### config.mk
export PLATFORM = sky130hd
export DESIGN_NAME = mult_datapath
export DESIGN_NICKNAME = d
export VERILOG_FILES = /design/src/rtl/mult_datapath.sv
export SDC_FILE = /design/constraint.sdc
export NUM_CORES = 1
export LEC_CHECK = 0
export ABC_AREA = 1
export CAP_MARGIN = 0
export CELL_PAD_IN_SITES_DETAIL_PLACEMENT = 0
export CELL_PAD_IN_SITES_GLOBAL_PLACEMENT = 2
export CORE_MARGIN = 8
export CORE_UTILIZATION = 30
export DETAILED_ROUTE_END_ITERATION = 6
export PLACE_DENSITY_LB_ADDON = 0.1
export RECOVER_POWER = 100
export SYNTH_ARGS = -nofsm -noshare
export SYNTH_HDL_FRONTEND = slang
export SYNTH_SLANG_ARGS = --single-unit
### constraint.sdc
create_clock -name clk -period 2.5 [get_ports clk]
set_input_delay 0.375 -clock clk [delete_from_list [all_inputs] [get_ports clk]]
set_output_delay 0.375 -clock clk [all_outputs]
set_load 0.05 [all_outputs]
### src/rtl/mult_datapath.sv
// Shift-add multiplier datapath: operand shift registers, 2*WIDTH accumulator and
// bit counter, sequenced by the external multiplier control FSM.
module mult_datapath #(
   parameter int WIDTH = 16
) (
   input  logic               clk,
   input  logic               reset,
   input  logic [WIDTH-1:0]   op_a,
   input  logic [WIDTH-1:0]   op_b,
   input  logic               load_rst,
   input  logic               shift_inc,
   input  logic               acc,
   output logic               lsb_B,
   output logic               out_comp,
   output logic [2*WIDTH-1:0] product
);

   localparam int CNT_W = $clog2(WIDTH + 1);
   localparam logic [CNT_W-1:0] CNT_DONE = CNT_W'(WIDTH);

   logic [2*WIDTH-1:0] reg_a;
   logic [WIDTH-1:0]   reg_b;
   logic [2*WIDTH-1:0] accum;
   logic [CNT_W-1:0]   count;
   logic               done;
   logic               shift_en;

   assign done     = (count == CNT_DONE);
   // Once every bit is consumed, further shift strobes must not disturb the result.
   assign shift_en = shift_inc && !done;

   // Accumulate always sees the pre-shift reg_a, so acc and shift_inc may coincide.
   always_ff @(posedge clk) begin
      if (reset) begin
         reg_a <= '0;
         reg_b <= '0;
         accum <= '0;
         count <= '0;
      end else if (load_rst) begin
         reg_a <= {{WIDTH{1'b0}}, op_a};
         reg_b <= op_b;
         accum <= '0;
         count <= '0;
      end else begin
         if (acc) begin
            accum <= accum + reg_a;
         end
         if (shift_en) begin
            reg_a <= reg_a << 1;
            reg_b <= reg_b >> 1;
            count <= count + 1'b1;
         end
      end
   end

   assign lsb_B    = reg_b[0];
   assign out_comp = done;
   assign product  = accum;

endmodule

==> metrics.md, run 1 <==
| Metric | Value |
|---|---|
| Seq pwr share | `42.1%` |
| RSZ-0062 raised after global routing | `false` |
| Flops & latches, synth | `85` |
| Initial core utilization | `30.7%` |
| Switching share of power | `30.5%` |
| Most common cell in the netlist | `nand2_1` |
| Largest net degree at the start of global routing | `39` |
| Cells after Synth | `958` |
| Syn_nets | `1029` |
| Post-DP HPWL | `14700 um` |
| H-tree depth | `3` |
| WP data required | `2120 ps` |
| Critical Path Source Type | `flop` |
| Core area | `18800 um2` |
| Chip Height | `155 um` |
| Peak supply drop | `0.315 mV` |
| Critical Path Fanout Max | `3` |
| DIE AREA | `24000 um2` |
| Hold path start | `acc` |
| Post_cts resized | `0` |
| WL per Instance | `14.3 um` |
| Tmin final | `2280 ps` |
| Cell internal pwr | `2.42 mW` |
| FF-to-FF Start | `count[0]` |
| Clk root buf | `clkbuf_16` |
| Slew @ Worst Pin | `936 ps` |
| Area growth syn-to-layout | `22.1%` |
| Routability congestion estimate | `0.784` |
| Worst R2R Setup Slack | `370 ps` |
| Sink Count | `85` |
| Mean post-synth cell area | `6.03 um2` |
| Worst hold margin | `434 ps` |
| Status | `completed` |
| Hold EP | `product[1]` |
| Synth cell count leaders | `294 x nand2_1, 149 x inv_1, 135 x nor2_1` |
| Max Transition Viols Final | `0` |
| Fin. Hold Viols | `0` |
| # DRC | `0` |
| Leak | `3.76 nW` |
| Critical path type | `reg -> out` |
| Synth async-reset ratio | `0%` |
| Input/output buffers | `70` |
| Worst Clk Skew | `10.2 ps` |
| Fmax | `438 MHz` |
| Post-synthesis cell type count | `32` |
| Wire length of the first global-routing pass | `30200 um` |
| Final #Nets | `1093` |
| Die Wd | `155 um` |
| CTS Buf Count | `9` |
| Sw power | `1.06 mW` |
| Seq/Total Area, Yosys | `29.4%` |
| CTS tree | `yes` |
| Hold_buf cts | `0` |
| Post-synth top area share | `29.4%` |
| Vias in the first global route | `5602` |
| Power, Total | `3.48 mW` |
| Layout Cells excl Fill | `1287` |
| Reg clk slew, reported paths | `70 ps` |
| # fillers | `2142` |
| Fin Setup TNS | `0 ps` |
| Leading area contributor after synthesis | `dfxtp_1` |
| Synth top area cells | `dfxtp_1 29%, nand2_1 19%, inv_1 9.7%` |
| Final Cycle Share | `91.3%` |
| Synthesized area | `5780 um2` |
| GRT Total Usage | `15.9%` |
| Antenna violations before repair | `0` |
| CTS Buffer Depth | `2` |
| Antenna Violating Nets Remaining | `0` |
| Antenna fix cells | `0` |
| Routed via count | `5713` |
| Gate power share | `16.0%` |
| Initial drt markers | `297` |
| Arrival time worst endpoint | `1910 ps` |
| Latest clock arrival within the worst-skew pair | `350 ps` |
| Fraction of layout instances using a drive strength above 1 | `5.94%` |
| Hold depth | `3` |
| Slew HR | `37.6%` |
| Synthesis Warnings | `0` |
| Type of the worst min-delay path | `in -> reg` |
| Total congestion overflow | `0` |
| Post-Route WL | `18400 um` |
| Rows | `50` |
| Ys flop type | `dfxtp_1` |
| Pre-antenna DRT Iters | `4` |
| Pwr dens | `493 nW/um2` |
| EDFF count, synth | `0` |
| RR Endpoint | `reg_a[1]` |
| Clock share of power | `41.9%` |
| # IOs | `71` |
| CP endpoint kind | `output pin` |
| Reg2Reg Depth | `11` |
| Final setup violation count | `0` |
| Placed cell count | `1271` |
| Post-CTS setup buffer count | `0` |
| Vias per cell | `4.44` |
| Max-cap viol count | `0` |
==> metal layers <==
layer  up-vias  routed length (um)  GRT usage (%)
li1       3102                   -              -
met1      2526               10100           23.3
met2        74                7400           23.2
met3        11                 763           3.34
met4         0                 177           3.64
met5         -                   0              0
==> cell type report <==
class	instances	area [um2]	share of cell area (%)
clock buffers	9	225	3.19
flip-flops and latches	85	1700	24.1
clock inverters	7	86.3	1.22
multi-input cells	682	3320	47.0
inverters	160	601	8.51
repair buffers	84	801	11.3
well taps	260	325	4.61
==> flip-flops by register name (all words and copies together), names as in the netlist <==
register  count
product      32
reg_a        32
reg_b        16
count         5
==> critical path, stage by stage, from the launching register on <==
cell and delay (ps):
dfxtp_1 330, inv_1 70, ha_1 150, nand4_1 140, inv_1 80, clkdlybuf4s50_1 800
==> kinds of logic after synthesis <==
group | count (synthesis) | synth area share (%)
xor gates and xnor gates | 15 | 2.27
and+or+nand+nor | 531 | 38.1
AOI/OAI and AO/OA | 102 | 9.83
DFF | 85 | 29.4
adders and majority gates | 34 | 7.49
buffers and inverters | 191 | 12.8
==> through the flow <==
step	setup WS (ps)	utilization, %	area (um2)
floorplan	469	-	5780
global placement	412	36.1	6790
detailed placement	433	36.1	6790
CTS	167	37.7	7100
global route	82.1	37.5	7060
finish	217	37.5	7060
==> power by group through the flow <==
stage | Sequential [mW] | Clock, mW | Combinational [mW]
2_1_floorplan | 1.55 | 0 | 0.300
3_3_place_gp | 1.50 | 0 | 0.584
3_5_place_dp | 1.50 | 0 | 0.578
4_1_cts | 1.47 | 1.51 | 0.581
5_1_grt | 1.47 | 1.55 | 0.626
6_report | 1.47 | 1.46 | 0.559
==> how the worst max path moves through the flow <==
stage,from,end,slack [ps]
6_report,count[0],out_comp,220
5_1_grt,count[1],out_comp,80
4_1_cts,count[0],out_comp,170
3_5_place_dp,product[0],product[20],430
3_3_place_gp,product[0],product[20],410
2_1_floorplan,product[0],product[20],470
==> placed cells by master (no fill, tap or decap), types with 3 or more instances in the layout <==
cell	Yosys	routed
dfxtp_1	85	85
nand3_1	70	73
dlygate4sd3_1	0	34
clkbuf_16	0	9
inv_6	0	3
buf_4	3	9
nor3_2	3	3
o21bai_1	3	3
o21ai_0	31	38
clkdlybuf4s50_1	0	35
nand2_1	294	295
nor2_2	4	3
ha_1	33	33
xor2_1	14	14
a21oi_1	28	28
inv_2	10	9
nor2_1	135	136
nand2_2	11	10
a31oi_1	28	28
inv_1	149	150
nand3_2	6	3
nand4_1	4	4
(Power assumes the default switching activity.)
==> inputs of run 2 (changes only) <==
--- a/config.mk
+++ b/config.mk
@@ -5,12 +5,12 @@
 export SDC_FILE = /design/constraint.sdc
 export NUM_CORES = 1
 export LEC_CHECK = 0
-export ABC_AREA = 1
 export CAP_MARGIN = 0
 export CELL_PAD_IN_SITES_DETAIL_PLACEMENT = 0
 export CELL_PAD_IN_SITES_GLOBAL_PLACEMENT = 2
+export CORE_ASPECT_RATIO = 1.1
 export CORE_MARGIN = 8
-export CORE_UTILIZATION = 30
+export CORE_UTILIZATION = 32
 export DETAILED_ROUTE_END_ITERATION = 6
 export PLACE_DENSITY_LB_ADDON = 0.1
 export RECOVER_POWER = 100
==> constraint.sdc (replaced) <==
create_clock -name clk -period 2.5 [get_ports clk]
set_input_delay 0.5 -clock clk [delete_from_list [all_inputs] [get_ports clk]]
set_output_delay 0.5 -clock clk [all_outputs]
set_load 0.05 [all_outputs]
==> run 2 against run 1 <==
  * Synthesized cell count fell by 34%
  * Core utilization grew 5.6 points
  * Maximum frequency is 8.3% lower
  * Worst setup slack got worse by 210 ps
  * Combinational power is 32% lower
  * Hold slack better by 40 ps
  * Via count fell by 18%
  * Largest cell class unchanged
==> metrics.md, run 2 <==
| Metric | Value |
|---|---|
| Leak | `2.50 nW (was 3.76 nW)` |
| Final #Nets | `794 (was 1093)` |
| Latest clock arrival within the worst-skew pair | `340 ps (was 350 ps)` |
| Initial drt markers | `263 (was 297)` |
| Die Wd | `134 um (was 155 um)` |
| # fillers | `1544 (was 2142)` |
| Clock share of power | `45.0% (was 41.9%)` |
| Met3 Use GR | `3.11% (was 3.34%)` |
| Layer with the highest usage | `met2 (was met1)` |
| Most common cell after layout, fill and taps aside | `nand2_1 (unchanged)` |
| CTS Buf Count | `9 (unchanged)` |
| Critical Path Fanout Max | `3 (unchanged)` |
| DIE AREA | `19400 um2 (was 24000 um2)` |
| Fraction of layout instances using a drive strength above 1 | `12.8% (was 5.94%)` |
| Largest net degree at the start of global routing | `65 (was 39)` |
| Critical Path Source Type | `flop (unchanged)` |
| Syn_nets | `708 (was 1029)` |
| Wire length of the first global-routing pass | `23200 um (was 30200 um)` |
| Pre-antenna DRT Iters | `4 (unchanged)` |
| Clk root buf | `clkbuf_16 (unchanged)` |
| Flops & latches, synth | `85 (unchanged)` |
| Mean post-synth cell area | `7.64 um2 (was 6.03 um2)` |
| WP data required | `2740 ps (was 2120 ps)` |
| # IOs | `71 (unchanged)` |
| Final Cycle Share | `99.6% (was 91.3%)` |
| CTS tree | `yes (unchanged)` |
| Vias per cell | `5.07 (was 4.44)` |
| Post-Route WL | `14300 um (was 18400 um)` |
| Synthesis Warnings | `0 (unchanged)` |
| Sw power | `0.830 mW (was 1.06 mW)` |
| Type of the worst min-delay path | `reg -> reg (was in -> reg)` |
| RSZ-0062 raised after global routing | `true (was false)` |
| Ys flop type | `dfxtp_1 (unchanged)` |
| Vias in the first global route | `4585 (was 5602)` |
| Reg clk slew, reported paths | `70 ps (about the same)` |
| Fin. Hold Viols | `0 (unchanged)` |
| Power, Total | `3.27 mW (was 3.48 mW)` |
| Post-synthesis cell type count | `51 (was 32)` |
| Core area | `15000 um2 (was 18800 um2)` |
| Antenna fix cells | `0 (unchanged)` |
| Most common cell in the netlist | `nand2_1 (unchanged)` |
| Worst Clk Skew | `5.30 ps (was 10.2 ps)` |
| Fmax | `402 MHz (was 438 MHz)` |
| GR Layer Usage met2 | `24.1% (was 23.2%)` |
| EDFF count, synth | `0 (unchanged)` |
| Chip Height | `145 um (was 155 um)` |
| H-tree depth | `3 (unchanged)` |
| Area growth syn-to-layout | `32.6% (was 22.1%)` |
| Final setup violation count | `0 (unchanged)` |
| Commonest cells after routing, fill and taps aside | `118 x nand2_1, 109 x a21oi_1, 80 x dfxtp_1, 67 x nor2_1, 67 x clkdlybuf4s50_1 (was 295 x nand2_1, 150 x inv_1, 136 x nor2_1, 85 x dfxtp_1, 73 x nand3_1)` |
| Total congestion overflow | `0 (unchanged)` |
| Post-DP HPWL | `10500 um (was 14700 um)` |
| Cell internal pwr | `2.44 mW (was 2.42 mW)` |
| WL per Instance | `15.5 um (was 14.3 um)` |
| CP endpoint kind | `flop (was output pin)` |
| Antenna Violating Nets Remaining | `0 (unchanged)` |
| Seq pwr share | `43.4% (was 42.1%)` |
| Initial core utilization | `32.5% (was 30.7%)` |
| Pwr dens | `507 nW/um2 (was 493 nW/um2)` |
| # DRC | `0 (unchanged)` |
| FF/Latch Area | `1710 um2 (was 1700 um2)` |
| Switching share of power | `25.4% (was 30.5%)` |
| Cells after Synth | `637 (was 958)` |
| Leading area contributor after synthesis | `dfxtp_1 (unchanged)` |
| Slew HR | `55.4% (was 37.6%)` |
| Post-route setup slack | `11.0 ps (was 217 ps)` |
| Sink Count | `85 (unchanged)` |
| Tmin final | `2490 ps (was 2280 ps)` |
| Synth async-reset ratio | `0% (unchanged)` |
| Combined area of the multi-input logic cells | `3100 um2 (was 3320 um2)` |
| Synth top area cells | `dfxtp_1 35%, a21oi_1 12%, nand2_1 9.2% (was dfxtp_1 29%, nand2_1 19%, inv_1 9.7%)` |
| Pre-CTS setup slack | `-116 ps (was 433 ps)` |
| GRT Total Usage | `14.7% (was 15.9%)` |
| CTS Buffer Depth | `2 (unchanged)` |
| Max-cap viol count | `0 (unchanged)` |
| Routed via count | `4689 (was 5713)` |
| Status | `completed (unchanged)` |
| Synthesized area | `4870 um2 (was 5780 um2)` |
| Rows | `47 (was 50)` |
| Antenna violations before repair | `1 (was 0)` |
| Critical path type | `reg -> reg (was reg -> out)` |
| Seq/Total Area, Yosys | `35.0% (was 29.4%)` |
| Peak supply drop | `0.263 mV (was 0.315 mV)` |
| Slew @ Worst Pin | `668 ps (was 936 ps)` |
| Max Transition Viols Final | `0 (unchanged)` |
| Input/output buffers | `70 (unchanged)` |
| Routability congestion estimate | `0.829 (was 0.784)` |
| GRT met1 Usage | `18.1% (was 23.3%)` |
| Arrival time worst endpoint | `2730 ps (was 1910 ps)` |
| Gate power share | `11.6% (was 16.0%)` |
| Synth cell count leaders | `119 x nand2_1, 112 x a21oi_1, 85 x dfxtp_1 (was 294 x nand2_1, 149 x inv_1, 135 x nor2_1)` |
| Post-synth top area share | `35.0% (was 29.4%)` |
## run 2: critical path, cell delays in order (launching register included)
cell and delay [ps]:
dfxtp_2 340, ha_4 160, fa_2 370, a21oi_2 180, o211ai_1 120, nand4_1 180
a31oi_4 120, a221o_1 420, a31oi_2 190, xnor2_1 100, a31o_1 200
## run 2: path summary, 6_finish.rpt
path	startpoint	endpoint	slack, ps	cells past startpoint
max	reg_a[0]	product[28]	10	10
min	product[17]	product[17]	470	2
max reg2reg	reg_a[0]	product[28]	10	10
min reg2reg	product[17]	product[17]	470	2
## run 2: repair_timing
item                                    in CTS  in global routing
setup buffers                                1                  6
cloned                                       0                  0
pin swaps                                    4                 26
resized for setup                            3                 22
hold buffers                                 0                  0
endpoints found under the setup margin       5                  9
## run 2: final cells by class
cell class	instances	share of cell area, %
multi-input combinational	507	48.0
sequential	85	26.5
timing repair buffer	112	16.3
tap	196	3.80
clock buffer	9	3.49
clock inverter	7	1.51
inverter	8	0.465
## run 2: power by group through the flow
stage          Clock, mW  Combinational, mW  Sequential, mW
2_1_floorplan          0              0.200            1.47
3_3_place_gp           0              0.386            1.45
3_5_place_dp           0              0.386            1.45
4_1_cts             1.52              0.388            1.42
5_1_grt             1.57              0.420            1.42
6_report            1.47              0.380            1.42
## run 2: kinds of logic (layout without fill, tap and decap cells)
kind of cell	Yosys count	after routing	share of synthesized area (%)
simple gates	243	243	21.5
compound gates	193	193	23.9
flops	85	85	35.0
buf+inv	45	136	3.70
fa+ha+maj	34	34	8.89
xor+xnor	21	21	3.78
mux	16	16	3.29
## run 2: metal layers
layer	vias up	share of wire, %
met5	-	0.077
met2	80	47
met3	21	4.0
li1	2432	-
met4	2	2.1
met1	2154	47
## run 2: per-stage QoR
step           hold slack, ps  instance area (um2)  util [%]  instances  TNS [ps]
2_1_floorplan             449                 4890         -        637         0
6_report                  474                 6450      43.0        924         0
4_1_cts                   477                 6360      42.4        918     -41.8
5_1_grt                   493                 6450      43.0        924      -762
3_3_place_gp              460                 6020      40.1        901      -124
3_5_place_dp              467                 6020      40.1        901      -251
